--- src/rtl/ipg_pkg.sv ---
// Shared types and helpers for the per-port inter-packet-gap gate.
package ipg_pkg;

  typedef enum logic [1:0] {StHead, StBody, StGap} ipg_state_e;

  localparam int unsigned TuserDelayLsb = 32;
  localparam int unsigned TuserMaxW     = 1024;
  localparam int unsigned FieldMaxW     = 64;

  // Caller zero-extends tuser to TuserMaxW and truncates the result to its delay width.
  function automatic logic [FieldMaxW-1:0] tuser_field(input logic [TuserMaxW-1:0] tuser,
                                                       input int unsigned lsb);
    return FieldMaxW'(tuser >> lsb);
  endfunction

endpackage

--- src/rtl/ipg_gap_counter.sv ---
// Down-counter for the idle gap: load, decrement to zero, and flag the final cycle.
module ipg_gap_counter #(
  parameter int unsigned Width = 32
) (
  input  logic             clk,
  input  logic             rst,
  input  logic             load,
  input  logic [Width-1:0] load_val,
  input  logic             dec,
  input  logic             clear,
  output logic             done
);

  logic [Width-1:0] count_q;

  always_ff @(posedge clk) begin
    if (rst || clear) begin
      count_q <= '0;
    end else if (load) begin
      count_q <= load_val;
    end else if (dec && (count_q != '0)) begin
      count_q <= count_q - Width'(1);
    end
  end

  // Last gap cycle: the counter reaches zero on this edge.
  assign done = (count_q == Width'(1));

endmodule

--- src/rtl/per_port_ipg_gate.sv ---
// Pass-through AXI4-Stream gate that inserts a programmed idle gap after each packet.
module per_port_ipg_gate
  import ipg_pkg::*;
#(
  parameter int unsigned C_S_AXIS_DATA_WIDTH  = 256,
  parameter int unsigned C_S_AXIS_TUSER_WIDTH = 128,
  parameter int unsigned C_DELAY_WIDTH        = 32,
  parameter int unsigned C_TUSER_DELAY_LSB    = TuserDelayLsb
) (
  input  logic                              axi_aclk,
  input  logic                              axi_aresetn,
  input  logic                              sw_rst,
  input  logic                              enable,
  input  logic                              use_reg_delay,
  input  logic [C_DELAY_WIDTH-1:0]          delay_reg,
  input  logic [C_S_AXIS_DATA_WIDTH-1:0]    s_axis_tdata,
  input  logic [C_S_AXIS_DATA_WIDTH/8-1:0]  s_axis_tstrb,
  input  logic [C_S_AXIS_TUSER_WIDTH-1:0]   s_axis_tuser,
  input  logic                              s_axis_tvalid,
  input  logic                              s_axis_tlast,
  output logic                              s_axis_tready,
  output logic [C_S_AXIS_DATA_WIDTH-1:0]    m_axis_tdata,
  output logic [C_S_AXIS_DATA_WIDTH/8-1:0]  m_axis_tstrb,
  output logic [C_S_AXIS_TUSER_WIDTH-1:0]   m_axis_tuser,
  output logic                              m_axis_tvalid,
  output logic                              m_axis_tlast,
  input  logic                              m_axis_tready,
  output logic                              gap_active,
  output logic [31:0]                       pkt_count
);

  ipg_state_e               state_q, state_d;
  logic                     gap_active_q;
  logic [31:0]              pkt_count_q;
  logic [C_DELAY_WIDTH-1:0] d_tuser_q;
  logic [C_DELAY_WIDTH-1:0] tuser_delay, delay_sel;
  logic                     rst, pass, hs, eop;
  logic                     cnt_load, cnt_dec, cnt_clear, cnt_done;

  assign rst  = ~axi_aresetn | sw_rst;
  assign pass = (state_q != StGap);
  assign hs   = s_axis_tvalid & m_axis_tready & pass;

  assign m_axis_tdata  = s_axis_tdata;
  assign m_axis_tstrb  = s_axis_tstrb;
  assign m_axis_tuser  = s_axis_tuser;
  assign m_axis_tlast  = s_axis_tlast;
  assign m_axis_tvalid = s_axis_tvalid & pass;
  assign s_axis_tready = m_axis_tready & pass;

  assign tuser_delay = C_DELAY_WIDTH'(tuser_field(TuserMaxW'(s_axis_tuser), C_TUSER_DELAY_LSB));
  // A single-beat packet ends in HEAD, so its own tuser field is used directly.
  assign delay_sel = use_reg_delay         ? delay_reg   :
                     (state_q == StHead)   ? tuser_delay : d_tuser_q;

  always_comb begin
    state_d   = state_q;
    cnt_load  = 1'b0;
    cnt_dec   = 1'b0;
    cnt_clear = 1'b0;
    eop       = 1'b0;
    unique case (state_q)
      StHead: begin
        if (hs) begin
          if (s_axis_tlast) eop = 1'b1;
          else              state_d = StBody;
        end
      end
      StBody: begin
        if (hs && s_axis_tlast) eop = 1'b1;
      end
      StGap: begin
        if (!enable) begin
          state_d   = StHead;
          cnt_clear = 1'b1;
        end else begin
          cnt_dec = 1'b1;
          if (cnt_done) state_d = StHead;
        end
      end
      default: state_d = StHead;
    endcase
    if (eop) begin
      if (!enable || (delay_sel == '0)) begin
        state_d = StHead;
      end else begin
        state_d  = StGap;
        cnt_load = 1'b1;
      end
    end
  end

  always_ff @(posedge axi_aclk) begin
    if (rst) begin
      state_q      <= StHead;
      gap_active_q <= 1'b0;
      pkt_count_q  <= '0;
      d_tuser_q    <= '0;
    end else begin
      state_q      <= state_d;
      gap_active_q <= (state_d == StGap);
      if (eop) pkt_count_q <= pkt_count_q + 32'd1;
      if (hs && (state_q == StHead)) d_tuser_q <= tuser_delay;
    end
  end

  ipg_gap_counter #(
    .Width (C_DELAY_WIDTH)
  ) u_gap_counter (
    .clk      (axi_aclk),
    .rst      (rst),
    .load     (cnt_load),
    .load_val (delay_sel),
    .dec      (cnt_dec),
    .clear    (cnt_clear),
    .done     (cnt_done)
  );

  assign gap_active = gap_active_q;
  assign pkt_count  = pkt_count_q;

endmodule
--- config.mk ---
export PLATFORM = sky130hd
export DESIGN_NAME = per_port_ipg_gate
export DESIGN_NICKNAME = d
export VERILOG_FILES = /design/src/rtl/ipg_pkg.sv /design/src/rtl/ipg_gap_counter.sv /design/src/rtl/per_port_ipg_gate.sv
export SDC_FILE = /design/constraint.sdc
export NUM_CORES = 1
export LEC_CHECK = 0
export ABC_AREA = 1
export ABC_CLOCK_PERIOD_IN_PS = 2650
export BUFFER_PORTS_ARGS = -buffer_cell sky130_fd_sc_hd__clkbuf_2
export CORE_AREA = 5 5 348 350
export CTS_CLUSTER_DIAMETER = 120
export DETAILED_ROUTE_END_ITERATION = 10
export DIE_AREA = 0 0 353 355
export SYNTH_ARGS = -nofsm -noshare
export SYNTH_HDL_FRONTEND = slang
export SYNTH_HIERARCHICAL = 1
export SYNTH_SLANG_ARGS = --single-unit
export TNS_END_PERCENT = 1
--- constraint.sdc ---
create_clock -name axi_aclk -period 2.65 [get_ports axi_aclk]
set_input_delay 0.1325 -clock axi_aclk [delete_from_list [all_inputs] [get_ports axi_aclk]]
set_output_delay 0.1325 -clock axi_aclk [all_outputs]
set_load 0.05 [all_outputs]
==> impl_metrics.yaml, run 1 <==
sta:
  max_freq_ghz: 0.412
  tightest_slew_ps: 627
  slew_headroom_pct: 58.1
  setup_viol: 0
  report.final.slew_viol_count: 0
  final.setup.tns_ps: 0
  timing_hold_violations_final: 0
  fin_crit_sh_pct: 91.7
  clock_skew_ps: 15.2
  period_needed_ps: 2430
  setup_slack_ps: 221
route:
  routed_via_density: 2.91
  drtIter0Drc: 448
  wl_per_cell_microns: 17.5
  drc_errors: 0
  vias: 8079
  wl_microns: 48400
  antenna_left: 0
  firstDrtPassIters: 6
synth:
  synthTopCellsByCount: "buf_4, nand2_1, nor2_1, inv_1, dfxtp_1"
  synth-seq-cells: 99
  syn_area_sq_um: 9540
  synthArstFlopShare_pct: 0
  yosysMostFrequentCell: "buf_4"
  synth_cell_types: 40
  synth.top_cells.by_area: "buf_4, dfxtp_1, nand2_1"
  synth_edf_count: 0
  synth_top_area_cell: "buf_4"
  synth_cells: 1505
  yosys_most_used_dff: "dfxtp_1"
  synth_top_area_share_pct: 33.0
  synth_area_per_cell_sq_um: 6.34
  ys_seq_area_share_pct: 20.8
  yosysWarningCount: 6
  synth_nets: 1964
placement:
  placed_cells: 2752
  dpl_cell_area_sq_um: 9110
  post-dp-hpwl_microns: 41600
  place_congestion: 0.874
  pre_cts_ws_ps: -12.6
  portBuffers: 139
floorplan:
  die_y_microns: 355
  ios: 908
  fp.dieW_microns: 353
  rows: 126
  start_util_pct: 8.13
  dieArea_sq_um: 125000
  core_area_sq_um: 117000
cells_and_area:
  fin_cells: 2772
  final_util_pct: 8.05
  area_growth_syn_to_layout_pct: -0.957
  fill_cells: 13800
  drive_above_1_share_pct: 18.3
  nets: 1687
  final_area_sq_um: 9450
critical_path:
  worstSetupPathType: "reg -> reg"
  crit_path_end: "u_gap_counter/count_q[1]"
  r2r_slack_ps: 220
  reg2reg_depth: 18
  slowest_stage: "dfxtp_2"
  crit_chain: "nor2_4, buf_12, nand2_1, nand3_1, nand2_1, inv_1, nand2_1, nor2_2, nand2_1, nor2_1, nand2_1, nand2_1, inv_1, inv_2, buf_4, nand2_4, o21ai_1, nor2_1"
  r2r-start: "state_q[1]"
  reg2reg_to: "u_gap_counter/count_q[1]"
  cp.depth: 18
  max_stage_delay_ps: 340
  critPathLaunch: "state_q[1]"
  endpoint_kind: "flop"
  cp_common_cell: "nand2_1"
  cp-start-kind: "flop"
  crit_buf_inv: 5
  crit_path_max_fanout: 17
  cp.arrival_ps: 2680
  worstPathRequired_ps: 2900
  crit_family: "simple AND/OR/NAND/NOR gates"
global_route:
  grt_max_degree: 51
  grt_pass1_wl_microns: 63900
  grt_pass1_vias: 7747
  antenna_found_initial: 18
  overflow: 0
  grt_use_total_pct: 7.30
clocking:
  htreeDepth: 3
  root_buffer: "clkbuf_16"
  clock_path_buffers: 2
  insertion_delay_ps: 360
  post_cts_buffers: 0
  hold_buffers: 0
  clkTransAtPathRegs_ps: 70
  cts_tree: "built"
  cts_inserted_buffers: 9
  cts_sinks: 99
pwr:
  powerDensity_nw_per_um2: 389
  p_leak_nw: 3.80
  ir_drop_mv: 0.303
job:
  cap_violations: 0
worst_hold_path:
  hp-class: "in -> reg"
run_status:
  status: "finished clean"
[stage by stage]
| step | hold WS (ps) | power [mW] |
|---|---|---|
| floorplan | 267 | 3.70 |
| global placement | 265 | 2.40 |
| detailed placement | 265 | 2.40 |
| CTS | 52.4 | 3.72 |
| global route | 84.9 | 3.87 |
| finish | 67.4 | 3.68 |
[tightest hold or removal path, stage by stage]
cell      delay (ps)
clkbuf_2         120
nor2_1            50
nor2_1            90
[cell usage in the layout (no fill, tap or decap), drive strengths merged, types with 7 or more instances in the layout]
master    n
a21oi    68
o21bai    7
nand4    16
nand2   356
o21ai    57
dfxtp    99
clkbuf  152
inv     139
nand3    93
xnor2     7
nor3     18
nor2    163
buf      27
[flip-flops by register name (all words and copies together), names as in the netlist]
register,cells
d_tuser_q,32
pkt_count,32
state_q,2
u_gap_counter/count_q,32
gap_active,1
[where the power goes]
group | total, mW | internal (mW) | switching, mW
clock | 1.32 | 0.691 | 0.627
combinational | 0.838 | 0.254 | 0.584
sequential | 1.52 | 1.51 | 0.0140
total | 3.68 | 2.46 | 1.23
[area by class of cell]
| class | instances | area (sq um) | share of cell area (%) |
|---|---|---|---|
| clock inverter | 3 | 22.5 | 0.238 |
| inverter | 141 | 529 | 5.60 |
| tap | 1536 | 1920 | 20.3 |
| multi-input combinational | 811 | 3750 | 39.7 |
| sequential | 99 | 1980 | 21.0 |
| antenna | 3 | 7.51 | 0.0794 |
| timing repair buffer | 166 | 976 | 10.3 |
| clock buffer | 13 | 260 | 2.75 |
[worst min path at each step]
stage	endpoint	slack (ps)	start	depth (start not counted)
after floorplan	d_tuser_q[0]	270	s_axis_tuser[32]	2
after global placement	m_axis_tdata[103]	270	s_axis_tdata[103]	0
after detailed placement	m_axis_tdata[103]	270	s_axis_tdata[103]	0
after CTS	d_tuser_q[0]	50	s_axis_tuser[32]	3
after global routing	d_tuser_q[0]	80	s_axis_tuser[32]	3
final	d_tuser_q[0]	70	s_axis_tuser[32]	3
[logic make-up (layout without fill, tap and decap cells)]
| kind of cell | after synthesis | count (layout) | share of synthesized area (%) |
|---|---|---|---|
| compound gates | 140 | 140 | 7.75 |
| xor+xnor | 10 | 10 | 0.918 |
| fa+ha+maj | 3 | 3 | 0.393 |
| buf+inv | 596 | 323 | 40.3 |
| flops | 99 | 99 | 20.8 |
| other cells | 0 | 3 | 0 |
| simple gates | 657 | 658 | 29.9 |
[timing repair]
action | 4_1_cts | 5_1_grt
setup endpoints to repair | 5 | 32
pin swaps | 0 | 1
gates cloned | 0 | 1
gates resized for setup | 2 | 11
[metal layers]
| metal | GRT usage [%] | vias to the layer above | part of all wire, % |
|---|---|---|---|
| met1 | 6.54 | 3482 | 31 |
| met5 | 2.23 | - | 0.96 |
| met3 | 6.61 | 220 | 20 |
| li1 | - | 3708 | - |
| met4 | 4.95 | 24 | 7.6 |
| met2 | 10.5 | 645 | 40 |
(Power assumes the default switching activity.)
==> run 2, diff against run 1 <==
ABC_AREA = not set   (was 1)
CORE_AREA = 5 5 352 354   (was 5 5 348 350)
DIE_AREA = 0 0 357 359   (was 0 0 353 355)
==> impl_metrics.yaml, run 2 <==
run_status:
  status: "finished with violations"
  violations: "setup timing"
clocking:
  insertion_delay_ps: 390
  htreeDepth: 3
  cts_inserted_buffers: 9
  cts_sinks: 99
  root_buffer: "clkbuf_16"
  cts_tree: "built"
  clock_path_buffers: 2
  clkTransAtPathRegs_ps: 90
synth:
  yosysWarningCount: 6
  synth_top_area_share_pct: 35.1
  yosys.area_share.simple_pct: 21.2
  synthMuxAreaShare_pct: 0.336
  yosys_most_used_dff: "dfxtp_1"
  synth_cell_types: 53
  synth_area_per_cell_sq_um: 7.59
  synth_nets: 1636
  synth-seq-cells: 99
  synth.top_cells.by_area: "buf_4, dfxtp_1, nand2_1"
  ys_seq_area_share_pct: 22.2
  synth_top_area_cell: "buf_4"
  yosysMostFrequentCell: "buf_4"
  synthArstFlopShare_pct: 0
  synth_edf_count: 0
  synthAdderAreaFrac_pct: 0.420
  synth_top_family_by_area: "buffers and inverters"
  synthTopCellsByCount: "buf_4, nand2_1, dfxtp_1, a21oi_1, inv_1"
  synth_cells: 1177
  syn_area_sq_um: 8930
  synth_compound_area_share_pct: 14.0
  synth-xor-area-share_pct: 1.96
critical_path:
  endpoint_kind: "flop"
  critPathLaunch: "state_q[0]"
  r2r_slack_ps: -140
  worstSetupPathType: "reg -> reg"
  reg2reg_depth: 9
  worstPathRequired_ps: 2990
  crit_path_end: "u_gap_counter/count_q[1]"
  cp-start-kind: "flop"
  crit_path_max_fanout: 9
  cp.arrival_ps: 3130
  r2r-start: "state_q[0]"
  reg2reg_to: "u_gap_counter/count_q[1]"
cells_and_area:
  multi_input_area_sq_um: 3940
  area_growth_syn_to_layout_pct: 15.3
  nets: 1435
  layout_commonest_cell: "clkbuf_2"
  regArea_sq_um: 1990
  drive_above_1_share_pct: 35.9
  final_cell_mix: "clkbuf_2, nand2_1, dfxtp_1"
  fill_cells: 14200
route:
  drc_errors: 0
  wl_per_cell_microns: 18.7
  routed_via_density: 2.86
  wl_microns: 48800
  antenna_left: 0
  vias: 7460
  drtIter0Drc: 329
  firstDrtPassIters: 5
floorplan:
  dieArea_sq_um: 128000
  core_area_sq_um: 121000
  ios: 908
  fp.dieW_microns: 357
  start_util_pct: 7.40
  rows: 128
  die_y_microns: 359
sta:
  period_needed_ps: 2790
  slew_headroom_pct: 63.0
  fin_crit_sh_pct: 105
  tightest_slew_ps: 558
  hold_slack_ps: 35.7
  clock_skew_ps: 16.2
  max_freq_ghz: 0.358
  setup_slack_ps: -142
  report.final.slew_viol_count: 0
  timing_hold_violations_final: 0
  setup_viol: 31
  rsz0062_at_grt: "yes"
pwr:
  power_mw: 3.90
  ir_drop_mv: 0.412
  p_leak_nw: 3.44
  powerDensity_nw_per_um2: 379
job:
  cap_violations: 0
global_route:
  grt_pass1_vias: 7289
  overflow: 0
  antenna_found_initial: 5
  grt_use_total_pct: 7.17
  grt_max_degree: 63
  grt_pass1_wl_microns: 63800
placement:
  post-dp-hpwl_microns: 41400
  pre_cts_ws_ps: -242
  portBuffers: 139
  place_congestion: 0.840
worst_hold_path:
  hp-class: "in -> reg"
## run 2: worst min path at each step
stage                      startpoint           endpoint  slack [ps]  cells after the start
floorplan            s_axis_tuser[32]       d_tuser_q[0]         270                      2
finish               s_axis_tuser[35]       d_tuser_q[3]          40                      3
detailed placement  s_axis_tdata[110]  m_axis_tdata[110]         270                      0
global route         s_axis_tuser[36]       d_tuser_q[4]          30                      3
CTS                  s_axis_tuser[35]       d_tuser_q[3]         0.4                      3
global placement    s_axis_tdata[110]  m_axis_tdata[110]         270                      0
## run 2: power breakdown
part           internal, mW  total (mW)  switching, mW
Clock                 0.686        1.48          0.789
Sequential             1.50        1.52         0.0147
Combinational         0.365       0.904          0.539
## run 2: layer usage
metal / vias to the layer above / wire length [microns] / track usage [%]
met5: - / 145 / 0.830
met4: 6 / 2090 / 2.89
met3: 166 / 10300 / 6.84
met2: 669 / 19700 / 10.1
met1: 3365 / 16600 / 7.19
li1: 3254 / - / -
## run 2: layout make-up
| class | count | area share (%) |
|---|---|---|
| Timing Repair Buffer | 263 | 17.8 |
| Antenna cell | 1 | 0.0243 |
| Sequential cell | 99 | 19.3 |
| Tap cell | 1625 | 19.7 |
| Clock inverter | 7 | 0.839 |
| Inverter | 49 | 1.79 |
| Clock buffer | 9 | 2.19 |
| Multi-Input combinational cell | 554 | 38.3 |
## run 2: critical path: stages (launching register included)
cell and delay [ps]:
dfxtp_4 390, nor2_4 210, buf_6 210, o311ai_4 100, or4_4 570, nor4_4 350
a211oi_2 150, buf_4 160, or4_1 500, nand3_1 90
## run 2: cells by family after synthesis
family                   Yosys count
buffers and inverters            524
AND/OR/NAND/NOR                  340
AO/OA/AOI/OAI                    188
flip-flops                        99
XOR/XNOR                          20
multiplexers                       3
adder cells (fa/ha/maj)            3
## run 2: timing repair
action,in CTS,in global routing
resized for setup,61,9
cloned,1,1
setup buffers,18,3
hold endpoints to repair,22,0
endpoints found under the setup margin,32,36
pin swaps,12,9
hold buffers,22,0
## run 2: stage by stage
step | instance area, sq um | TNS (ps) | instances | utilization, %
floorplan | 9290 | -395 | 1177 | -
global placement | 9230 | -3470 | 2545 | 7.64
detailed placement | 9230 | -3380 | 2545 | 7.64
CTS | 10200 | -2040 | 2602 | 8.47
global route | 10300 | -5500 | 2606 | 8.52
finish | 10300 | -2310 | 2607 | 8.53
==> run 3, diff against run 2 <==
CTS_BUF_LIST = sky130_fd_sc_hd__clkbuf_8   (was not set)
GPL_TIMING_DRIVEN = 1   (was not set)
==> impl_metrics.yaml, run 3 (same netlist as run 2, synthesis figures left out) <==
worst_hold_path:
  hp-class: "in -> reg"
job:
  cap_violations: 0
floorplan:
  core_area_sq_um: 121000
  die_y_microns: 359
  dieArea_sq_um: 128000
  rows: 128
  fp.dieW_microns: 357
  ios: 908
  start_util_pct: 7.40
clocking:
  cts_sinks: 99
  insertion_delay_ps: 460
  clkTransAtPathRegs_ps: 150
  htreeDepth: 3
  clock_path_buffers: 2
  cts_inserted_buffers: 9
  cts_tree: "built"
  root_buffer: "clkbuf_8"
sta:
  report.final.slew_viol_count: 0
  setup_viol: 27
  slew_headroom_pct: 64.3
  period_needed_ps: 2770
  clock_skew_ps: 32.3
  timing_hold_violations_final: 0
  setup_slack_ps: -122
  fin_crit_sh_pct: 105
  rsz0062_at_grt: "yes"
  final.setup.tns_ps: -1960
  max_freq_ghz: 0.361
  tightest_slew_ps: 537
route:
  wl_per_cell_microns: 18.7
  drtIter0Drc: 318
  wl_microns: 49000
  firstDrtPassIters: 5
  antenna_left: 0
  vias: 7499
  routed_via_density: 2.86
  drc_errors: 0
cells_and_area:
  final_util_pct: 8.60
  multi_input_area_sq_um: 3990
  drive_above_1_share_pct: 35.8
  nets: 1446
  fin_cells: 2619
  regArea_sq_um: 1990
  fill_cells: 14200
  layout_commonest_cell: "clkbuf_2"
  final_cell_mix: "clkbuf_2, nand2_1, dfxtp_1"
  area_growth_syn_to_layout_pct: 16.3
critical_path:
  reg2reg_depth: 13
  r2r-start: "state_q[0]"
  worstSetupPathType: "reg -> reg"
  crit_path_end: "u_gap_counter/count_q[7]"
  max_stage_delay_ps: 570
  r2r_slack_ps: -120
  crit_family: "simple AND/OR/NAND/NOR gates"
  slowest_stage: "or4_4"
  cp-start-kind: "flop"
  critPathLaunch: "state_q[0]"
  cp_common_cell: "buf_6"
  cp.depth: 13
  crit_path_max_fanout: 9
  crit_chain: "nor2_4, buf_4, buf_6, o311ai_4, or4_4, nor4_4, a211oi_2, inv_2, buf_6, buf_6, buf_16, o21ai_0, a31oi_1"
  crit_buf_inv: 6
  reg2reg_to: "u_gap_counter/count_q[7]"
  endpoint_kind: "flop"
  cp.arrival_ps: 3170
  worstPathRequired_ps: 3050
global_route:
  grt_pass1_wl_microns: 64300
  overflow: 0
  grt_max_degree: 63
  antenna_found_initial: 5
  grt_pass1_vias: 7409
  grt_use_total_pct: 7.23
placement:
  post-dp-hpwl_microns: 41400
  portBuffers: 139
  placed_cells: 2545
  place_congestion: 0.840
run_status:
  violations: "setup timing"
  status: "finished with violations"
pwr:
  powerDensity_nw_per_um2: 346
  p_leak_nw: 3.48
  ir_drop_mv: 0.356
run 3: how the worst min path moves through the flow:
| stage | from | to | slack [ps] | depth (start not counted) |
|---|---|---|---|---|
| final | sw_rst | pkt_count[26] | 110 | 5 |
| after global placement | s_axis_tdata[110] | m_axis_tdata[110] | 270 | 0 |
| after floorplan | s_axis_tuser[32] | d_tuser_q[0] | 270 | 2 |
| after global routing | s_axis_tuser[62] | d_tuser_q[30] | 90 | 4 |
| after detailed placement | s_axis_tdata[110] | m_axis_tdata[110] | 270 | 0 |
| after CTS | s_axis_tuser[62] | d_tuser_q[30] | 40 | 4 |
run 3: timing repair:
| action | in CTS | in global routing |
|---|---|---|
| gates resized for setup | 73 | 17 |
| setup endpoints to repair | 32 | 36 |
| setup buffers | 19 | 1 |
| gates cloned | 3 | 0 |
| endpoints found under the hold margin | 32 | 0 |
| pin swaps | 15 | 5 |
| hold buffers | 34 | 0 |
run 3: final cells by class:
type | instances | share of cell area [%]
Clock inverter | 7 | 0.831
Tap cell | 1625 | 19.6
Clock buffer | 9 | 1.19
Antenna cell | 2 | 0.0482
Timing Repair Buffer | 274 | 19.0
Multi-Input combinational cell | 554 | 38.4
Inverter | 49 | 1.77
Sequential cell | 99 | 19.2
run 3: metal layers:
layer  wire, microns  up-vias  track usage [%]
met5             152        -            0.830
met4            2040        6             3.04
met3           10200      168             6.81
met2           19800      661             10.2
met1           16800     3388             7.23
li1                -     3276                -
run 3: tightest hold or removal path, delay by kind of cell:
| family | cells | cell delay, ps |
|---|---|---|
| compound gates | 1 | 80 |
| buf+inv | 2 | 220 |
| simple gates | 2 | 80 |
run 3: power by group:
group / internal [mW] / total [mW] / switching (mW) / leakage, nW
Clock: 0.387 / 1.15 / 0.763 / 0.105
Combinational: 0.381 / 0.928 / 0.547 / 2.57
Sequential: 1.51 / 1.52 / 0.0145 / 0.801
Total: 2.27 / 3.60 / 1.32 / 3.48
run 3: stage by stage:
stage	area, sq um	power [mW]	hold WS, ps	worst slack, ps
3_3_place_gp	9230	2.34	265	-244
3_5_place_dp	9230	2.34	265	-242
6_report	10400	3.60	110	-122
2_1_floorplan	9290	3.61	268	-44.2
5_1_grt	10400	3.78	88.3	-248
4_1_cts	10300	3.67	44.0	-118
